--- config.mk ---
export PLATFORM = sky130hd
export DESIGN_NAME = bit_debouncer
export DESIGN_NICKNAME = d
export VERILOG_FILES = /design/src/rtl/debounce_pkg.sv /design/src/rtl/bit_debouncer.sv
export SDC_FILE = /design/constraint.sdc
export NUM_CORES = 1
export LEC_CHECK = 0
export CORE_MARGIN = 8
export CORE_UTILIZATION = 47
export DETAILED_ROUTE_END_ITERATION = 8
export HOLD_SLACK_MARGIN = 0.1
export PLACE_DENSITY_LB_ADDON = 0.2
export SLEW_MARGIN = 10
export SYNTH_ARGS = -nofsm -noshare
export SYNTH_HDL_FRONTEND = slang
export SYNTH_SLANG_ARGS = --single-unit
export TNS_END_PERCENT = 100
--- constraint.sdc ---
create_clock -name clk -period 2.2 [get_ports clk]
set_clock_uncertainty 0.2 [all_clocks]
set_input_delay 0.44 -clock clk [delete_from_list [all_inputs] [get_ports clk]]
set_output_delay 0.44 -clock clk [all_outputs]
set_load 0.02 [all_outputs]
--- src/rtl/debounce_pkg.sv ---
// Shared types and limits for the bit debouncer: FSM encoding and the
// minimum legal qualification length.
package debounce_pkg;

    typedef enum logic [1:0] {
        S_LOW,
        S_CHK_HIGH,
        S_HIGH,
        S_CHK_LOW
    } deb_state_t;

    localparam int DEB_MIN_STABLE = 2;
    localparam int DEB_MAX_STABLE = 255;

    function automatic bit deb_stable_ok(input int n);
        return (n >= DEB_MIN_STABLE) && (n <= DEB_MAX_STABLE);
    endfunction

endpackage

--- src/rtl/bit_debouncer.sv ---
// Debouncer and edge detector: accepts a new level after STABLE_CYCLES
// consecutive enabled samples, emitting rise/fall pulses and an edge count.
module bit_debouncer
    import debounce_pkg::*;
#(
    parameter int STABLE_CYCLES = 4,
    parameter int CNT_W         = 8
) (
    input  logic             clk,
    input  logic             rst,
    input  logic             d_in,
    input  logic             en,
    input  logic             count_clr,
    output logic             level_out,
    output logic             rise_pulse,
    output logic             fall_pulse,
    output logic [CNT_W-1:0] edge_count
);

    localparam int               TMR_W    = $clog2(STABLE_CYCLES + 1);
    localparam logic [TMR_W-1:0] TMR_LAST = TMR_W'(STABLE_CYCLES - 1);
    localparam logic [TMR_W-1:0] TMR_ONE  = TMR_W'(1);

    if (!deb_stable_ok(STABLE_CYCLES)) begin : g_bad_stable
        $error("bit_debouncer: STABLE_CYCLES out of legal range");
    end

    deb_state_t       state_q, state_d;
    logic [TMR_W-1:0] timer_q, timer_d;
    logic             rise_d, fall_d;
    logic             level_q, rise_q, fall_q;
    logic [CNT_W-1:0] count_q;

    always_ff @(posedge clk) begin
        if (rst) begin
            state_q <= S_LOW;
            timer_q <= '0;
        end else if (en) begin
            state_q <= state_d;
            timer_q <= timer_d;
        end
    end

    // timer holds the number of consecutive samples seen at the candidate level
    always_comb begin
        state_d = state_q;
        timer_d = timer_q;
        rise_d  = 1'b0;
        fall_d  = 1'b0;
        case (state_q)
            S_LOW: begin
                if (d_in) begin
                    state_d = S_CHK_HIGH;
                    timer_d = TMR_ONE;
                end else begin
                    timer_d = '0;
                end
            end
            S_CHK_HIGH: begin
                if (!d_in) begin
                    state_d = S_LOW;
                    timer_d = '0;
                end else if (timer_q == TMR_LAST) begin
                    state_d = S_HIGH;
                    timer_d = '0;
                    rise_d  = 1'b1;
                end else begin
                    timer_d = timer_q + TMR_ONE;
                end
            end
            S_HIGH: begin
                if (!d_in) begin
                    state_d = S_CHK_LOW;
                    timer_d = TMR_ONE;
                end else begin
                    timer_d = '0;
                end
            end
            S_CHK_LOW: begin
                if (d_in) begin
                    state_d = S_HIGH;
                    timer_d = '0;
                end else if (timer_q == TMR_LAST) begin
                    state_d = S_LOW;
                    timer_d = '0;
                    fall_d  = 1'b1;
                end else begin
                    timer_d = timer_q + TMR_ONE;
                end
            end
            default: begin
                state_d = S_LOW;
                timer_d = '0;
            end
        endcase
    end

    // clear wins over a coincident increment; the pulse itself still fires
    always_ff @(posedge clk) begin
        if (rst) begin
            level_q <= 1'b0;
            rise_q  <= 1'b0;
            fall_q  <= 1'b0;
            count_q <= '0;
        end else begin
            rise_q <= en & rise_d;
            fall_q <= en & fall_d;
            if (en) begin
                if (rise_d) begin
                    level_q <= 1'b1;
                end else if (fall_d) begin
                    level_q <= 1'b0;
                end
                if (count_clr) begin
                    count_q <= '0;
                end else if (rise_d || fall_d) begin
                    count_q <= count_q + 1'b1;
                end
            end
        end
    end

    assign level_out  = level_q;
    assign rise_pulse = rise_q;
    assign fall_pulse = fall_q;
    assign edge_count = count_q;

endmodule

Yosys cells after proc, flatten, opt, wreduce, memory -nomap -nowiden:

Index checks and enable logic that the tools add are counted.
W data, S select, Z words.

* register bits: 16
* output and inout bits: 11

* eq/ne operators: 8
* reduce and logical (&&, ||, !) cells: 7
* multiplexer cells: 22
* bitwise logic cells: 2
* $add $sub $neg: 2

Operator list (count)
* $mux W8: 2
* $mux W2: 6
* $pmux W3 S4: 1
* $mux W1: 9
* $mux W3: 3
* $add A8 B1 Y8 const B: 1
* $pmux W2 S4: 1
* $ne A3 B3 Y1 const B: 2
* $reduce_and A5 Y1: 1
* $eq A2 B2 Y1 const B: 2
* $ne A2 B2 Y1 const B: 2
* $reduce_and A2 Y1: 2
* $reduce_bool A2 Y1: 2
* $add A3 B1 Y3 const B: 1
* $eq A3 B2 Y1 const B: 1
* $and A1 B1 Y1: 2
* $eq A2 B1 Y1 const B: 1
* $logic_not A2 Y1: 1
* $logic_or A1 B1 Y1: 1

Longest topological paths before layout:

* depth in word-level cells: 7
* mapped depth: 6
* depth with buffers taken out: 5

Worst setup path before layout:

OpenSTA, ideal clock, no wires.

* kind: input port to flip-flop
* start: input port d_in
* end: register count_q[7] (netlist: edge_count[7])
* stages: 5
* buffers on the path: 1
* arrival: 1.751 ns
* path slack: 0.178 ns
* required time: 1.930 ns
* setup time: 0.070 ns
* cell sequence: buf_2 -> xnor2_1 -> or4b_1 -> or3_1 -> a21oi_1

* cells in the longest elaborated chain, start to end: 5

Ends and longest elaborated chain
* start, declared: line bit_debouncer.sv:11 `input logic d_in,`
* $mux W1, on equally long branches: line bit_debouncer.sv:60, bit_debouncer.sv:80
* $mux W1: line bit_debouncer.sv:50 `case (state_q)`
* $logic_or A1 B1 Y1 *: line bit_debouncer.sv:116 `end else if (rise_d || fall_d) begin`
* $reduce_bool A2 Y1 (no source line) *
* $reduce_and A2 Y1 (no source line) *
* end signal, assigned: line bit_debouncer.sv:117 `count_q <= count_q + 1'b1;`
* end, declared: line bit_debouncer.sv:32 `logic [CNT_W-1:0] count_q;`

Mark *: on every way between the ends. The rest lies on a longest branch, timed or not.
A chain may end at the register's enable or synchronous reset.

Final worst setup path:

* start: input port en
* end: register count_q[7] (netlist: edge_count[7])

* cells in the longest elaborated chain, start to end: 1

Ends and longest elaborated chain
* start, declared: line bit_debouncer.sv:12 `input logic en,`
* $reduce_and A2 Y1 (no source line)

Every way passes these cells.

==> flow_summary.ini <==
[critical_path]
cp_slowest_cell = or4b_1
r2r_slack_ps = 230
r2r_cells = 5
crit_path_max_incr_delay_ps = 540
arrival_ps = 2050
startpoint_type = input port
r2r-end = edge_count[7]
cp_max_fo = 2
required_ps = 2210
rr_startpoint = timer_q[0]
cp-end-kind = register
crit_type = input port to register
cp_num_buf_inv = 1
path_cells = clkdlybuf4s50_1, nand4b_1, or4b_1, or3_1, a21oi_1
critical_path.top_delay_family = simple AND/OR/NAND/NOR gates

[floorplanning]
num_io_pins = 16
coreArea_um2 = 1471
start_util_pct = 49.15
row_count = 14
die_area_um2 = 3050
dieWidth_um = 55.23
die_h_um = 55.23

[grt]
overflow = 0
antenna_found_initial = 0
grt_pass1_vias = 615
met2_usage_pct = 16.03
grt_first_pass_wirelength_mm = 2.649
grt_use_met3_pct = 3.425
grt_max_degree = 11
grtUsageTotal_pct = 9.843
grt-busiest-layer = met2
grt_use_met1_pct = 11.15

[detailed_routing]
drt_wl_total_mm = 1.545
wl_per_cell_um = 13.21
vias = 650
drt_iter0_drc = 14
ant_nets = 0
via_per_inst = 5.556
drtPass1Iterations = 4
remaining_drc_errors = 0

[timing]
min_period_ps = 2039
max_slew_margin_pct = 76.27
fin_ws_ps = 160.6
fmax_ghz = 0.4903
hold_slack_ps = 273.4
slew_viol_final = 0
grt_setup_unrepaired = false
final.setup.tns_ps = 0
setup_violations = 0
hold_viol_final = 0
worstMarginPinSlew_ps = 351.0
fin_crit_sh_pct = 92.70

[yosys]
ys_top_cells_by_area = dfxtp_1 44%, xnor2_1 7.3%, a21oi_1 5.5%
synth-edff-count = 0
syn_area_um2 = 723.2
synth-seq-area-share_pct = 44.29
avgSynthCellArea_um2 = 8.928
synth_cell_type_count = 26
syn_nets = 88
async_flop_share_pct = 0
synth_seq_cells = 16
synthFlopType = dfxtp_1
synth_top_area_share_pct = 44.29
yosysWarnings = 0
synthCells = 81
yosysTopAreaCell = dfxtp_1

[clocking]
ctsResizeCount = 0
root_buffer = clkbuf_4
clk_pin_slew_ps = 90
clock_sink_count = 16
clockBufferDepth = 2
ctsHoldBuffers = 0
clk_latency_ps = 270
cts_buffers = 3
cts_tree = built
post_cts.repair.setup_buffers = 0
ctsHtreeMaxLevel = 1

[worst_hold_path]
hold_depth = 2
min_from = timer_q[1]
hold-path-endpoint = timer_q[1]
min_path_type = register to register

[run]
drv_cap = 0

[final_layout]
final_cells = 117
seqCellArea_um2 = 320.3
diodes = 0
areaGrowthSynthToFinish_pct = 30.62
multi_input_area_um2 = 386.6
drive_above_1_share_pct = 8.911
fill_cells = 136
final_net_count = 110

[power]
max-vdd-ir-drop_v = 0.0003104
pwr_density_cell_nw_per_um2 = 502.8
total_power_uw = 475.0
p_leak_nw = 0.3225

[place]
dp_slack_ps = -114.0
place_congestion = 0.7721
dpl.hpwl_mm = 1.192
place_inst = 114
port-buffer-count = 15

[status]
outcome = finished clean
[through the flow]
step / instance area, um^2 / util (%)
2_1_floorplan: 723.2 / -
3_3_place_gp: 922.1 / 62.67
3_5_place_dp: 922.1 / 62.67
4_1_cts: 944.7 / 64.20
5_1_grt: 944.7 / 64.20
6_report: 944.7 / 64.20
[worst register-to-register path, delay by kind of cell (launching register included)]
family                   cells  cell delay (ps)
AO/OA/AOI/OAI                1              140
adder cells (fa/ha/maj)      1              200
flip-flops                   1              360
AND/OR/NAND/NOR              3             1010
[where the power goes]
part	internal [mW]	switching [mW]
clock	0.0633	0.0830
combinational	0.0180	0.0166
sequential	0.292	0.00253
[Yosys cell counts, drive strengths merged (3+ instances only)]
master / n
nand2: 4
o21ai: 3
nor4b: 3
dfxtp: 16
xnor2: 6
a21oi: 8
nand2b: 4
nand3: 5
nor2: 9
[cells by family after synthesis]
| family | Yosys count | synth area share, % |
|---|---|---|
| adders and majority gates | 2 | 3.460 |
| xor gates and xnor gates | 8 | 9.689 |
| and+or+nand+nor | 37 | 29.24 |
| DFF | 16 | 44.29 |
| muxes | 1 | 1.384 |
| buffers and inverters | 4 | 2.248 |
| AOI/OAI and AO/OA | 13 | 9.689 |
[routing by layer]
layer,up-vias,wire length (um)
met5,-,0
met4,0,14
met3,2,85
met2,12,733
met1,311,711
li1,325,-
[layout by cell type, fill, tap and decap left out]
| cell | instances |
|---|---|
| clkdlybuf4s50_1 | 15 |
| o211ai_1 | 1 |
| dfxtp_1 | 16 |
| a21oi_1 | 8 |
| nor2b_1 | 1 |
| nor4b_1 | 3 |
| or3_1 | 1 |
| nand3_1 | 5 |
| mux2i_1 | 1 |
| o21ai_0 | 3 |
| nor3_1 | 1 |
| nand4_1 | 2 |
| xor2_1 | 2 |
| nor2_1 | 9 |
| or4b_1 | 1 |
| xnor2_1 | 6 |
| nand3b_1 | 2 |
| buf_4 | 6 |
| clkbuf_4 | 3 |
| nand2b_1 | 4 |
| ha_1 | 2 |
| nor4_1 | 2 |
| o21a_1 | 1 |
| nand4b_1 | 1 |
| and4b_1 | 1 |
| nand2_1 | 4 |
[sequential cells by signal, indices dropped and copies added (netlist names), named ones only]
signal	cells
rise_pulse	1
fall_pulse	1
edge_count	8
timer_q	3
level_out	1
state_q	1
[worst max path at each step]
stage          start  depth (start not counted)  slack [ps]             to
2_1_floorplan   d_in                          5         180  edge_count[7]
3_3_place_gp    d_in                          5         -70  edge_count[7]
3_5_place_dp      en                          5        -110  edge_count[7]
4_1_cts           en                          5         170  edge_count[7]
5_1_grt           en                          5         100  edge_count[7]
6_report          en                          5         160  edge_count[7]
[final cells by class]
| class | instances | share of cell area (%) |
|---|---|---|
| multi-input combinational | 61 | 40.93 |
| sequential | 16 | 33.91 |
| timing repair buffer | 21 | 20.66 |
| clock buffer | 3 | 2.384 |
| tap | 16 | 2.119 |
No activity file was read; power rests on OpenSTA's default activity.
